--- src/rtl/tm_rx_parser_if.sv ---
// -----------------------------------------------------------------------------
// tm_rx_parser_if
// Purpose : Bundles the byte-decoder input stream and the time-mark result
//           outputs of tm_rx_parser into one interface.
// Signals : d        received byte, valid while d_rdy=1
//           d_rdy    one-clock strobe, new byte on d
//           d_err    one-clock strobe, decoder framing/parity error
//           tm_det   one-clock pulse, complete time-mark received
//           tm_data  captured payload, first byte in MSBs
//           msg_err  one-clock pulse, message aborted
//           busy     message in progress
// Modports: master - byte source / result sink (decoder + time-base side)
//           slave  - the parser itself
// -----------------------------------------------------------------------------
interface tm_rx_parser_if #(
    parameter int unsigned PAY_LEN = 2
) ();
    logic [7:0]           d;
    logic                 d_rdy;
    logic                 d_err;
    logic                 tm_det;
    logic [8*PAY_LEN-1:0] tm_data;
    logic                 msg_err;
    logic                 busy;

    modport master (
        output d,
        output d_rdy,
        output d_err,
        input  tm_det,
        input  tm_data,
        input  msg_err,
        input  busy
    );

    modport slave (
        input  d,
        input  d_rdy,
        input  d_err,
        output tm_det,
        output tm_data,
        output msg_err,
        output busy
    );
endinterface

--- src/rtl/tm_rx_parser.sv ---
// -----------------------------------------------------------------------------
// tm_rx_parser
// Purpose : Recognises a time-mark message (MARKER, FLAG, PAY_LEN payload bytes)
//           in the decoded byte stream, captures the payload and pulses tm_det.
//           Aborts with a msg_err pulse on decoder error or inter-byte timeout.
// Ports   : i_clk    system clock, rising edge
//           i_rst_n  asynchronous active-low reset
//           bus      tm_rx_parser_if.slave (d, d_rdy, d_err in;
//                    tm_det, tm_data, msg_err, busy out)
// Note    : the interface PAY_LEN must match this module's PAY_LEN.
// -----------------------------------------------------------------------------
module tm_rx_parser #(
    parameter logic [7:0]  MARKER  = 8'hA5,
    parameter logic [7:0]  FLAG    = 8'h3C,
    parameter int unsigned PAY_LEN = 2,
    parameter int unsigned TIMEOUT = 1024
) (
    input logic           i_clk,
    input logic           i_rst_n,
    tm_rx_parser_if.slave bus
);

    localparam int unsigned IDX_W = (PAY_LEN > 1) ? $clog2(PAY_LEN) : 1;
    localparam int unsigned CNT_W = $clog2(TIMEOUT);
    localparam int unsigned PAY_W = 8 * PAY_LEN;

    localparam logic [IDX_W-1:0] IDX_LAST = IDX_W'(PAY_LEN - 1);
    localparam logic [CNT_W-1:0] TMO_LAST = CNT_W'(TIMEOUT - 1);

    typedef enum logic [1:0] {
        StIdle,
        StGotMark,
        StPayload
    } state_t;

    state_t           r_state;
    logic [IDX_W-1:0] r_idx;
    logic [CNT_W-1:0] r_cnt;
    logic [PAY_W-1:0] r_shift;
    logic [PAY_W-1:0] r_tm_data;
    logic             r_tm_det;
    logic             r_msg_err;
    logic             r_busy;

    // Shift register with the new byte appended at the LSB end; concatenating
    // first keeps this legal for PAY_LEN == 1.
    logic [PAY_W+7:0] w_shift_cat;
    logic [PAY_W-1:0] w_shift_next;
    logic             w_timeout;

    assign w_shift_cat  = {r_shift, bus.d};
    assign w_shift_next = w_shift_cat[PAY_W-1:0];
    assign w_timeout    = (r_cnt == TMO_LAST);

    always_ff @(posedge i_clk or negedge i_rst_n) begin
        if (!i_rst_n) begin
            r_state   <= StIdle;
            r_idx     <= '0;
            r_cnt     <= '0;
            r_shift   <= '0;
            r_tm_data <= '0;
            r_tm_det  <= 1'b0;
            r_msg_err <= 1'b0;
            r_busy    <= 1'b0;
        end else begin
            r_tm_det  <= 1'b0;
            r_msg_err <= 1'b0;

            if (r_state == StIdle) begin
                r_cnt <= '0;
                // d_err is deliberately ignored outside a message.
                if (bus.d_rdy && (bus.d == MARKER)) begin
                    r_state <= StGotMark;
                    r_busy  <= 1'b1;
                end
            end else if (bus.d_err) begin
                // Error wins over a coincident byte; tm_data keeps the last good payload.
                r_state   <= StIdle;
                r_busy    <= 1'b0;
                r_cnt     <= '0;
                r_msg_err <= 1'b1;
            end else if (bus.d_rdy) begin
                r_cnt <= '0;
                case (r_state)
                    StGotMark: begin
                        if (bus.d == FLAG) begin
                            r_state <= StPayload;
                            r_idx   <= '0;
                            r_shift <= '0;
                        end else if (bus.d != MARKER) begin
                            // Foreign message type: drop quietly. A repeated MARKER
                            // resyncs by staying here with the timer restarted.
                            r_state <= StIdle;
                            r_busy  <= 1'b0;
                        end
                    end
                    StPayload: begin
                        // MARKER inside the payload is plain data.
                        r_shift <= w_shift_next;
                        if (r_idx == IDX_LAST) begin
                            r_state   <= StIdle;
                            r_busy    <= 1'b0;
                            r_idx     <= '0;
                            r_tm_data <= w_shift_next;
                            r_tm_det  <= 1'b1;
                        end else begin
                            r_idx <= r_idx + 1'b1;
                        end
                    end
                    default: begin
                        r_state <= StIdle;
                        r_busy  <= 1'b0;
                    end
                endcase
            end else if (w_timeout) begin
                r_state   <= StIdle;
                r_busy    <= 1'b0;
                r_cnt     <= '0;
                r_msg_err <= 1'b1;
            end else begin
                // Cannot wrap: reaching TMO_LAST forces the state back to idle.
                r_cnt <= r_cnt + 1'b1;
            end
        end
    end

    assign bus.tm_det  = r_tm_det;
    assign bus.tm_data = r_tm_data;
    assign bus.msg_err = r_msg_err;
    assign bus.busy    = r_busy;

endmodule

--- src/flat_wrapper.sv ---
// flat-port wrapper written by rule: the top's interface ports become plain ports
module tm_rx_parser_flat 
#(
    parameter logic [7:0]  MARKER  = 8'hA5,
    parameter logic [7:0]  FLAG    = 8'h3C,
    parameter int unsigned PAY_LEN = 2,
    parameter int unsigned TIMEOUT = 1024
)
  (i_clk, i_rst_n, bus_d, bus_d_rdy, bus_d_err, bus_tm_det, bus_tm_data, bus_msg_err, bus_busy);
  tm_rx_parser_if #(.PAY_LEN(PAY_LEN)) bus_i ();
  input logic i_clk;
  input logic i_rst_n;
  input wire logic [$bits(bus_i.d)-1:0] bus_d;
  input wire logic [$bits(bus_i.d_rdy)-1:0] bus_d_rdy;
  input wire logic [$bits(bus_i.d_err)-1:0] bus_d_err;
  output wire logic [$bits(bus_i.tm_det)-1:0] bus_tm_det;
  output wire logic [$bits(bus_i.tm_data)-1:0] bus_tm_data;
  output wire logic [$bits(bus_i.msg_err)-1:0] bus_msg_err;
  output wire logic [$bits(bus_i.busy)-1:0] bus_busy;
  assign bus_i.d = bus_d;
  assign bus_i.d_rdy = bus_d_rdy;
  assign bus_i.d_err = bus_d_err;
  assign bus_tm_det = bus_i.tm_det;
  assign bus_tm_data = bus_i.tm_data;
  assign bus_msg_err = bus_i.msg_err;
  assign bus_busy = bus_i.busy;
  tm_rx_parser #(.MARKER(MARKER), .FLAG(FLAG), .PAY_LEN(PAY_LEN), .TIMEOUT(TIMEOUT)) u_core (.i_clk(i_clk), .i_rst_n(i_rst_n), .bus(bus_i));
endmodule
--- config.mk ---
export PLATFORM = sky130hd
export DESIGN_NAME = tm_rx_parser_flat
export DESIGN_NICKNAME = d
export VERILOG_FILES = /design/src/rtl/tm_rx_parser_if.sv /design/src/rtl/tm_rx_parser.sv /design/src/flat_wrapper.sv
export SDC_FILE = /design/constraint.sdc
export NUM_CORES = 1
export LEC_CHECK = 0
export BUFFER_PORTS_ARGS = -buffer_cell sky130_fd_sc_hd__buf_2
export CORE_MARGIN = 1.5
export CORE_UTILIZATION = 54
export DETAILED_ROUTE_END_ITERATION = 6
export GPL_TIMING_DRIVEN = 0
export HOLD_SLACK_MARGIN = 0.15
export PLACE_DENSITY = 0.83
export REMOVE_ABC_BUFFERS = 1
export SLEW_MARGIN = 25
export SYNTH_ARGS = -nofsm -noshare
export SYNTH_HDL_FRONTEND = slang
export SYNTH_SLANG_ARGS = --single-unit
--- constraint.sdc ---
create_clock -name i_clk -period 1.8 [get_ports i_clk]
set_input_delay 0.09 -clock i_clk [delete_from_list [all_inputs] [get_ports i_clk]]
set_output_delay 0.09 -clock i_clk [all_outputs]
set_load 0.01 [all_outputs]
## Yosys cells after proc, flatten, opt, wreduce, memory -nomap -nowiden

Index checks and enable logic that the tools add are counted.

- Multiplexer cells: 36
- Eq/ne operators: 12
- Bitwise gates (word level): 2
- Reduce and logical (&&, ||, !) cells: 8
- Add/sub/neg operators: 2

Operator list:

| operator | number |
|---|---|
| $mux W10 | 4 |
| $mux W1 | 19 |
| $mux W2 | 8 |
| $pmux W8 S2 | 1 |
| $reduce_and A5 Y1 | 3 |
| $add A10 B1 Y10 const B | 1 |
| $eq A10 B10 Y1 const B | 1 |
| $ne A5 B3 Y1 const B | 2 |
| $eq A8 B6 Y1 const B | 1 |
| $eq A8 B8 Y1 const B | 1 |
| $mux W8 | 1 |
| $ne A8 B8 Y1 const B | 1 |
| $ne A6 B3 Y1 const B | 1 |
| $ne A5 B4 Y1 const B | 1 |
| $pmux W1 S2 | 2 |
| $pmux W2 S2 | 1 |
| $reduce_and A4 Y1 | 1 |
| $reduce_bool A4 Y1 | 1 |
| $eq A2 B1 Y1 const B | 1 |
| $eq A2 B2 Y1 const B | 1 |
| $logic_not A2 Y1 | 1 |
| $ne A2 B1 Y1 const B | 1 |
| $ne A2 B2 Y1 const B | 1 |
| $not A1 Y1 | 2 |
| 3 further kinds | 3 |

- Logic and storage cells: 68
- Register bits after elaboration: 40
- Input port bits: 12
- Output and inout bits: 19

## Depth between registers and ports, before layout

Gate-level depths: netlist of the first run.

- Word-level depth: 7
- Depth in mapped cells: 5
- Gate-level depth less buffers: 4

## Least setup slack after synthesis of the first run

Ideal clock, no wire load.

- Path type: register -> register
- From: register u_core.r_state[1]
- To: register u_core.r_state[0]
- Buffers on the path: 0
- Required time: 1.672 ns
- Path slack: 0.256 ns
- Arrival time: 1.416 ns
- Cell stages (with the launch flop): 5
- Clock period less this slack: 1.544 ns
- Setup time: 0.128 ns
- Cell sequence: dfrtp_1 and4bb_1 a32o_1 a211oi_2 mux2_1

- Cells in the longest elaborated chain, start to end: 5
- Elaborated cells on any way between the ends: 12
- Classes of those cells: 5 x eq/ne; 4 x mux; 3 x reduce/logical

Ends and longest elaborated chain:

| what | line | source |
|---|---|---|
| from (decl) | tm_rx_parser.sv:36 | `state_t r_state;` |
| from (signal assigned) | tm_rx_parser.sv:57 | `r_state <= StIdle;` |
| from (signal assigned) | tm_rx_parser.sv:73 | `r_state <= StGotMark;` |
| from (signal assigned) | tm_rx_parser.sv:78 | `r_state <= StIdle;` |
| $eq A2 B2 Y1 or $eq A2 B1 Y1 (tied branches) | tm_rx_parser.sv:84 | `case (r_state)` |
| $pmux W2 S2 | tm_rx_parser.sv:84 |  |
| $mux W2 | tm_rx_parser.sv:82 | `end else if (bus.d_rdy) begin` |
| $mux W2 | tm_rx_parser.sv:76 | `end else if (bus.d_err) begin` |
| $mux W2 | tm_rx_parser.sv:69 | `if (r_state == StIdle) begin` |

Parallel ways exist; a longest one is shown, timed or not.
A chain may end at the register's enable or synchronous reset.

## Worst setup path in the final report of the first run

- From: input port bus_d[2]
- To: register u_core.r_state[0]

- Cells in the longest elaborated chain, start to end: 6
- Elaborated cells on any way between the ends: 12
- Classes of those cells: 5 x eq/ne; 5 x mux; 2 x reduce/logical

Ends and longest elaborated chain:

| what | line | source |
|---|---|---|
| from (decl) | flat_wrapper.sv:13 | `input wire logic [$bits(bus_i.d)-1:0] bus_d;` |
| $eq A8 B6 Y1 | tm_rx_parser.sv:86 | `if (bus.d == FLAG) begin` |
| $mux W2 | tm_rx_parser.sv:86 |  |
| $pmux W2 S2 | tm_rx_parser.sv:84 |  |
| $mux W2 | tm_rx_parser.sv:82 |  |
| $mux W2 | tm_rx_parser.sv:76 |  |
| $mux W2 | tm_rx_parser.sv:69 |  |
| to (signal assigned) | tm_rx_parser.sv:73 |  |
| to (signal assigned) | tm_rx_parser.sv:78 |  |
| to (signal assigned) | tm_rx_parser.sv:87 | `r_state <= StPayload;` |

Parallel ways exist; a longest one is shown, timed or not.

==> results of run 1 <==
[logic make-up after synthesis]
group                      after synthesis
AOI/OAI and AO/OA                       19
xor gates and xnor gates                 7
and+or+nand+nor                         36
muxes                                   18
buffers and inverters                    7
adders and majority gates                1
DFF                                     40
[how the worst min path moves through the flow]
stage	end
2_1_floorplan	u_core.bus.busy
3_3_place_gp	u_core.r_cnt[5]
3_5_place_dp	u_core.r_cnt[9]
4_1_cts	u_core.r_idx
5_1_grt	u_core.r_cnt[9]
6_report	u_core.r_cnt[9]
[state kept, by name, summed over array words and instances, names as in the netlist]
name                count
u_core.bus.busy         1
u_core.bus.msg_err      1
u_core.bus.tm_data     16
u_core.bus.tm_det       1
u_core.r_cnt           10
u_core.r_idx            1
u_core.r_shift          8
u_core.r_state          2
[worst register-to-register path: cells and delay by family (launching register included)]
family          cells  cell delay [ns]
mux                 1             0.35
simple gates        1             0.28
flops               1             0.41
compound gates      2             0.53
[Yosys cell counts, drive strengths merged, types with 3 or more instances]
cell type,count
dfrtp,40
mux2,18
nor2,10
a22o,8
nand2,5
xor2,5
and4bb,4
inv,4
nand4,4
and3,3
buf,3
o21ai,3
[final cells by class]
class / count / area share
well taps: 33 / 0.02011
inverters: 4 / 0.007313
repair buffers: 41 / 0.1268
flip-flops and latches: 40 / 0.4875
clock buffers: 7 / 0.03169
multi-input cells: 81 / 0.3266
[where the power goes]
| part | switching, mW | total [mW] | internal (mW) |
|---|---|---|---|
| Sequential | 0.0527 | 1.03 | 0.977 |
| Combinational | 0.142 | 0.284 | 0.142 |
| Clock | 0.280 | 0.502 | 0.222 |
[stage by stage]
stage | util | cells | area (µm²) | setup TNS (ns) | total power, mW
after floorplan | - | 125 | 1675 | 0 | 1.202
after global placement | 0.6217 | 188 | 1867 | -0.1425 | 1.292
after detailed placement | 0.6217 | 188 | 1867 | -1.086 | 1.312
after CTS | 0.6800 | 206 | 2042 | 0 | 1.827
after global routing | 0.6838 | 206 | 2053 | 0 | 1.906
final | 0.6838 | 206 | 2053 | 0 | 1.816
[routing by layer]
metal  GRT usage  share of wire
met4      0.1169          0.021
met3     0.05055          0.037
met1      0.2704           0.42
met2      0.3857           0.52
met5           0              0
[repair_timing]
item,CTS,global route
gates resized for setup,1,3
setup endpoints to repair,17,2
hold endpoints to repair,61,0
hold buffers,11,0
==> impl_results.md, run 1 <==
* XOR/XNOR Fraction of Synth Area at 0.03627
* Total Routing Usage GR at 0.2273
* Power Density at 884.3 nW/µm²
* Vias/cell at 5.801
* Largest net degree at the start of global routing at 41
* Crit-path leading delay family: buffers and inverters
* Worst Setup Start Kind: input port
* Post-synth EDFFs at 0
* Top FF cell, synth: dfrtp_1
* Clock Latency Late Sink at 0.35 ns
* Worst slew margin relative to its limit at 0.4293
* Final worst slack at 0.09268 ns
* Type of the worst setup path: in -> reg
* First-pass GRT wire length at 5678 µm
* Synthesized cell area at 1690 µm²
* Hold Path Class: in -> async
* Max Slew Vio Count at 0
* Bufs on Longest Clock Path at 2
* Core area at 3003 µm²
* VDD IR max at 507.5 µV
* Yosys top cell by area: dfrtp_1
* Levels on crit path at 6
* Clock skew at 0.008940 ns
* Antenna cells at 0
* Post-DP HPWL at 2282 µm
* Drt total wl at 3428 µm
* Buf/Inv on CP at 2
* P&R area growth vs syn at 21.47%
* Routed vias at 1195
* Total CTS buffers at 5
* Reg area at 1001 µm²
* Hold Vio Cnt, Final at 0
* Avg WL per Cell at 16.64 µm
* Proportion of layout cells with a drive suffix above 1 at 0.3642
* Reg-to-reg critical path endpoint: u_core.r_state[0]
* Post-CTS setup repair buffer count at 0
* WHS at 0.3759 ns
* CTS tree: done
* Initial antenna violation count at 0
* Critical Path Max Stage Delay at 0.53 ns
* Synth Area in Adders at 0.007402
* Die span in x at 58.95 µm
* I/O Buffers at 30
* Residual DRC at 0
* Multiplexer share of the synthesized area at 0.1199
* Initial core utilization at 0.5629
* CTS clock-pin slew for the worst setup and hold paths at 0.11 ns
* Initial drt markers at 39
* Die area at 3475 µm²
* Distinct cells, synth at 34
* Yosys reg bits at 40
* Max Fclk at 585.7 MHz
* CP Data Required Time at 2.03 ns
* H-tree depth at 2
* Synth Area in Simple Gates at 0.1347
* CP Capture Point: u_core.r_state[0]
* Synth Area in Compound Gates at 0.09178
* Root buf cell: clkbuf_4
* Pre-CTS setup slack at -0.07926 ns
* GPL Wtd Cong at 0.7720
* Ports at 31
* Main combinational cell family by area after synthesis: simple AND/OR/NAND/NOR gates
* Leak at 1.061 nW
* Post-Syn Instances at 128
* Cell row count at 20
* Worst Path Arrival at 1.94 ns
* Antenna Violating Nets Remaining at 0
* Ys Warns at 0
* Post-synth top area share at 0.5922
* Synth top area cells: dfrtp_1 59%, mux2_2 11%, a22o_1 4.1%
* Commonest non-fill, non-tap cell in the layout: dfrtp_1
* Max Cap Viol at 0
* Critical path origin: bus_d[2]
* Fill cell total of the finished layout at 214
* RSZ-0062 raised after global routing: false
* Clk sinks at 40
* Grt ovf at 0
* Reg2reg setup slack at 0.11 ns
* Max Fanout on Critical Path at 5
* Vert. Die Dim at 58.95 µm
* Worst-path cell chain: dlygate4sd3_1, buf_2, and4bb_1, a32o_1, a211oi_2, mux2_1
* Measured slew at the worst slew-check pin at 0.8560 ns
* Worst reg-to-reg path cell count at 4
* Area of the multi-input gates at 670.6 µm²
* Critical path capture point type: flop
* Most frequent cells in the layout: 40 x dfrtp_1, 30 x buf_2, 17 x mux2_2, 11 x dlygate4sd3_1, 10 x nor2_1
* Pre-antenna DRT Iters at 4
* Status: completed
* Worst r2r src: u_core.r_state[1]
* Slowest cell on the critical path: dlygate4sd3_1
* Syn avg cell area at 13.21 µm²
* Clock period minus worst slack at 1.707 ns
* Number of global-route vias before repair at 1271
* Asr flop ratio synth at 1.000
* Tcrit/Tclk final at 0.9485
* Finish-stage setup viols at 0
* Sequential share of the synthesized area at 0.5922
* Fin nets at 186
Note: power is estimated with default switching activity, not from simulation.
==> run 2, diff against run 1 <==
--- a/config.mk
+++ b/config.mk
@@ -5,7 +5,7 @@
 export SDC_FILE = /design/constraint.sdc
 export NUM_CORES = 1
 export LEC_CHECK = 0
-export BUFFER_PORTS_ARGS = -buffer_cell sky130_fd_sc_hd__buf_2
+export BUFFER_PORTS_ARGS = -buffer_cell sky130_fd_sc_hd__buf_4
 export CORE_MARGIN = 1.5
 export CORE_UTILIZATION = 54
 export DETAILED_ROUTE_END_ITERATION = 6
==> run 2 against run 1 <==
Power shrank 5.5%. Critical path depth unchanged. Design area is 2.9% higher. Global-route usage down 1.7 points. Largest power group unchanged. Sequential share of layout area is 1.4 points lower. Utilization rose by 2.0 points. Via count fell by 1.2%. Highest routed layer unchanged. Sequential power hardly changed. Largest cell class unchanged. Hold slack lost 0.12 ns. Critical path type unchanged. Fmax decreased by 2.5%. Die area unchanged.
==> impl_results.md, run 2 (same netlist as run 1, synthesis figures left out) <==
* Status: completed
* Avg WL per Cell at 15.86 µm
* Fin nets at 187
* Worst slew margin relative to its limit at 0.6668
* P&R area growth vs syn at 25.02%
* Max Cap Viol at 0
* First-pass GRT wire length at 5326 µm
* Pre-antenna DRT Iters at 4
* Worst r2r src: u_core.r_state[1]
* Worst Path Arrival at 1.96 ns
* Max Fanout on Critical Path at 5
* Max reg flops at 16
* Layout Cells excl Fill at 205
* Drt total wl at 3252 µm
* Antenna cells at 0
* Clk sinks at 40
* Total CTS buffers at 5
* Initial antenna violation count at 0
* Measured slew at the worst slew-check pin at 0.4982 ns
* Worst reg-to-reg path cell count at 4
* Placed Area at 1942 µm²
* GPL Wtd Cong at 0.7597
* Setup TNS at 0 ns
* RSZ-0062 raised after global routing: false
* Die area at 3475 µm²
* VDD IR max at 571.6 µV
* Clock skew at 0.007197 ns
* Vias/cell at 5.761
* Hold Vio Cnt, Final at 0
* Routed vias at 1181
* Hold Path Class: in -> async
* Number of global-route vias before repair at 1162
* Initial drt markers at 35
* Cell row count at 20
* Root buf cell: clkbuf_4
* Vert. Die Dim at 58.95 µm
* Proportion of layout cells with a drive suffix above 1 at 0.3605
* I/O Buffers at 30
* Worst Setup Start Kind: input port
* Leak at 1.058 nW
* Largest net degree at the start of global routing at 41
* Total placed cells including tap cells at 188
* Type of the worst setup path: in -> reg
* CTS clock-pin slew for the worst setup and hold paths at 0.10 ns
* Post-route cell area at 2113 µm²
* Max Slew Vio Count at 0
* Clock Latency Late Sink at 0.32 ns
* Most frequent cells in the layout: 40 x dfrtp_1, 30 x buf_4, 17 x mux2_2, 12 x dlygate4sd3_1, 10 x nor2_1
* Ports at 31
* Core area at 3003 µm²
* Commonest non-fill, non-tap cell in the layout: dfrtp_1
* Final total power at 1.715 mW
* Power Density at 811.7 nW/µm²
* Reg-to-reg critical path endpoint: u_core.r_state[0]
* Initial core utilization at 0.5629
* Die span in x at 58.95 µm
* Critical path capture point type: flop
* WHS at 0.2608 ns
* CP Data Required Time at 2.01 ns
* Antenna Violating Nets Remaining at 0
* Clock period minus worst slack at 1.751 ns
* Residual DRC at 0
* Max Fclk at 571.0 MHz
* Finish-stage setup viols at 0
* Grt ovf at 0
* Total Routing Usage GR at 0.2105
* Reg2reg setup slack at 0.08 ns
* Tcrit/Tclk final at 0.9730
* Bufs on Longest Clock Path at 2
* Post-DP HPWL at 2198 µm
* CTS tree: done
* H-tree depth at 2
* Post-CTS setup repair buffer count at 0
-- run 2: worst max-delay path: stages --
cell and delay, ns:
dlygate4sd3_1 0.53, buf_4 0.14, and4bb_1 0.27, a32o_1 0.31
a211oi_2 0.28, mux2_1 0.35
-- run 2: per-layer routing --
metal | routed length [µm] | track usage | up-vias
met1 | 1387 | 0.2585 | 595
met3 | 123 | 0.07253 | 4
met2 | 1716 | 0.3460 | 27
li1 | - | - | 555
met4 | 24 | 0.07468 | 0
met5 | 0 | 0 | -
-- run 2: timing repair --
action	4_1_cts	5_1_grt
hold buffers	12	0
gates resized for setup	1	4
endpoints found under the hold margin	61	0
endpoints found under the setup margin	17	7
pin swaps	0	0
-- run 2: power breakdown --
| part | switching, mW | total [mW] | internal [mW] | leakage [nW] |
|---|---|---|---|---|
| clock network | 0.241 | 0.371 | 0.131 | 0.0230 |
| logic | 0.141 | 0.313 | 0.172 | 0.491 |
| registers | 0.0540 | 1.03 | 0.977 | 0.544 |
| total | 0.436 | 1.72 | 1.28 | 1.06 |
-- run 2: worst max path at each step --
stage / startpoint / endpoint
4_1_cts: bus_d_rdy / u_core.r_state[0]
6_report: bus_d[2] / u_core.r_state[0]
3_3_place_gp: u_core.r_state[0] / u_core.bus.tm_data[10]
3_5_place_dp: u_core.r_state[0] / u_core.bus.tm_data[3]
5_1_grt: u_core.r_cnt[3] / u_core.bus.msg_err
2_1_floorplan: u_core.r_state[1] / u_core.r_state[0]
-- run 2: final cells by class --
type	instances	area, µm²
inverters	4	15.01
repair buffers	42	345.3
multi-input cells	81	673.1
well taps	33	41.29
flip-flops and latches	40	1001
fillers	208	889.6
clock buffers	5	37.54
-- run 2: through the flow --
stage / util / worst slack [ns]
finish: 0.7038 / 0.04854
CTS: 0.6992 / 0.01001
detailed placement: 0.6467 / -0.07582
floorplan: - / 0.1659
global route: 0.7038 / 0.00007483
global placement: 0.6467 / -0.02314
==> run 3, diff against run 2 <==
--- a/config.mk
+++ b/config.mk
@@ -12,7 +12,6 @@
 export GPL_TIMING_DRIVEN = 0
 export HOLD_SLACK_MARGIN = 0.15
 export PLACE_DENSITY = 0.83
-export REMOVE_ABC_BUFFERS = 1
 export SLEW_MARGIN = 25
 export SYNTH_ARGS = -nofsm -noshare
 export SYNTH_HDL_FRONTEND = slang
==> run 3 against run 2 <==
Die area unchanged. Register-to-register slack better by 0.06 ns. Non-clock buffer count is 2 higher. Sequential share of layout area down 0.55 points. Utilization rose by 0.83 points. Global-route usage increased by 0.59 points. Clock-buffer cell count rose by 2. Combinational power shrank 3%. Sequential power hardly changed. Critical path depth did not move. Flip-flop and latch count stayed put.
==> impl_results.md, run 3 (same netlist as run 1, synthesis figures left out) <==
* Status: completed
* Total Routing Usage GR at 0.2164
* Worst Path Arrival at 1.96 ns
* Post-DP HPWL at 2265 µm
* Number of global-route vias before repair at 1188
* Reg2reg setup slack at 0.14 ns
* Finish-stage setup viols at 0
* RSZ-0062 raised after global routing: false
* Clk sinks at 40
* CTS tree: done
* Fill cell total of the finished layout at 215
* Worst Setup Start Kind: input port
* Vias/cell at 5.766
* Reg-to-reg critical path endpoint: u_core.r_state[0]
* Slowest cell on the critical path: dlygate4sd3_1
* Fin nets at 189
* H-tree depth at 2
* Vert. Die Dim at 58.95 µm
* Setup TNS at 0 ns
* Most frequent cells in the layout: 40 x dfrtp_1, 30 x buf_4, 17 x mux2_2, 11 x dlygate4sd3_1, 10 x nor2_1
* First-pass GRT wire length at 5582 µm
* Tcrit/Tclk final at 0.9689
* VDD IR max at 618.1 µV
* Worst slew margin relative to its limit at 0.6751
* Hold Path Class: in -> async
* Buf/Inv on CP at 2
* Routed vias at 1205
* Antenna Violating Nets Remaining at 0
* Max Slew Vio Count at 0
* Clock period minus worst slack at 1.744 ns
* P&R area growth vs syn at 26.50%
* Total CTS buffers at 5
* Max Fclk at 573.4 MHz
* Max Cap Viol at 0
* Critical path capture point type: flop
* Antenna cells at 0
* Core area at 3003 µm²
* Cell row count at 20
* Measured slew at the worst slew-check pin at 0.4874 ns
* Initial drt markers at 30
* Grt ovf at 0
* Leak at 1.086 nW
* Critical Path Max Stage Delay at 0.54 ns
* Commonest non-fill, non-tap cell in the layout: dfrtp_1
* Worst-path cell chain: dlygate4sd3_1, buf_4, nor4bb_2, a31oi_1, a211oi_2, mux2_1
* Avg WL per Cell at 15.36 µm
* GPL Wtd Cong at 0.7989
* Pre-antenna DRT Iters at 4
* Die span in x at 58.95 µm
* Worst reg-to-reg path cell count at 4
* Worst r2r src: u_core.r_state[1]
* Hold Vio Cnt, Final at 0
* Initial antenna violation count at 0
* Largest net degree at the start of global routing at 41
* Proportion of layout cells with a drive suffix above 1 at 0.3636
* Post-CTS setup repair buffer count at 0
* Post-route cell area at 2138 µm²
* Ports at 31
* Power Density at 855.7 nW/µm²
* Residual DRC at 0
* WHS at 0.2626 ns
* Root buf cell: clkbuf_4
* Max Fanout on Critical Path at 4
* Clock Latency Late Sink at 0.33 ns
* Type of the worst setup path: in -> reg
* Clock skew at 0.01289 ns
* CTS clock-pin slew for the worst setup and hold paths at 0.12 ns
* Drt total wl at 3210 µm
* CP Data Required Time at 2.01 ns
* Bufs on Longest Clock Path at 2
* Syn_nets at 141
* Die area at 3475 µm²
* Placed Area at 1957 µm²
* I/O Buffers at 30
* Levels on crit path at 6
* Crit-path leading delay family: buffers and inverters
* Max reg flops at 16
* Initial core utilization at 0.5629
==> run 3: how the worst max path moves through the flow <==
| stage | from | to |
|---|---|---|
| final | bus_d[3] | u_core.r_state[0] |
| after global routing | bus_d[3] | u_core.r_state[0] |
| after CTS | bus_d[3] | u_core.r_state[0] |
| after detailed placement | u_core.r_cnt[2] | u_core.r_state[0] |
| after global placement | u_core.r_cnt[2] | u_core.r_state[0] |
| after floorplan | u_core.r_state[1] | u_core.r_state[0] |
==> run 3: repair_timing <==
item,CTS,global route
resized for setup,0,1
hold endpoints to repair,61,0
endpoints found under the setup margin,0,1
hold buffers,11,0
==> run 3: through the flow <==
stage / instances / power, mW / setup WS (ns) / utilization
finish: 209 / 1.830 / 0.05603 / 0.7121
global route: 209 / 1.926 / 0.02165 / 0.7121
CTS: 209 / 1.840 / 0.01365 / 0.7100
detailed placement: 191 / 1.336 / 0.1416 / 0.6517
global placement: 191 / 1.316 / 0.1777 / 0.6517
floorplan: 128 / 1.202 / 0.2563 / -
==> run 3: per-layer routing <==
| layer | vias up | part of all wire | global-route usage |
|---|---|---|---|
| met5 | - | 0 | 0 |
| met4 | 0 | 0.013 | 0.07468 |
| met3 | 7 | 0.036 | 0.04835 |
| met2 | 33 | 0.51 | 0.3492 |
| met1 | 596 | 0.44 | 0.2901 |
| li1 | 569 | - | - |
==> run 3: area by class of cell <==
type | count | area, µm² | share of cell area
Buffer | 3 | 15.01 | 0.007022
Inverter | 4 | 15.01 | 0.007022
Multi-Input combinational cell | 81 | 665.6 | 0.3113
Clock buffer | 7 | 65.06 | 0.03043
Sequential cell | 40 | 1001 | 0.4681
Timing Repair Buffer | 41 | 335.3 | 0.1568
Tap cell | 33 | 41.29 | 0.01931
==> run 3: power by group <==
part | internal, mW | total [mW] | switching, mW
clock | 0.222 | 0.493 | 0.271
combinational | 0.163 | 0.305 | 0.142
sequential | 0.977 | 1.03 | 0.0549
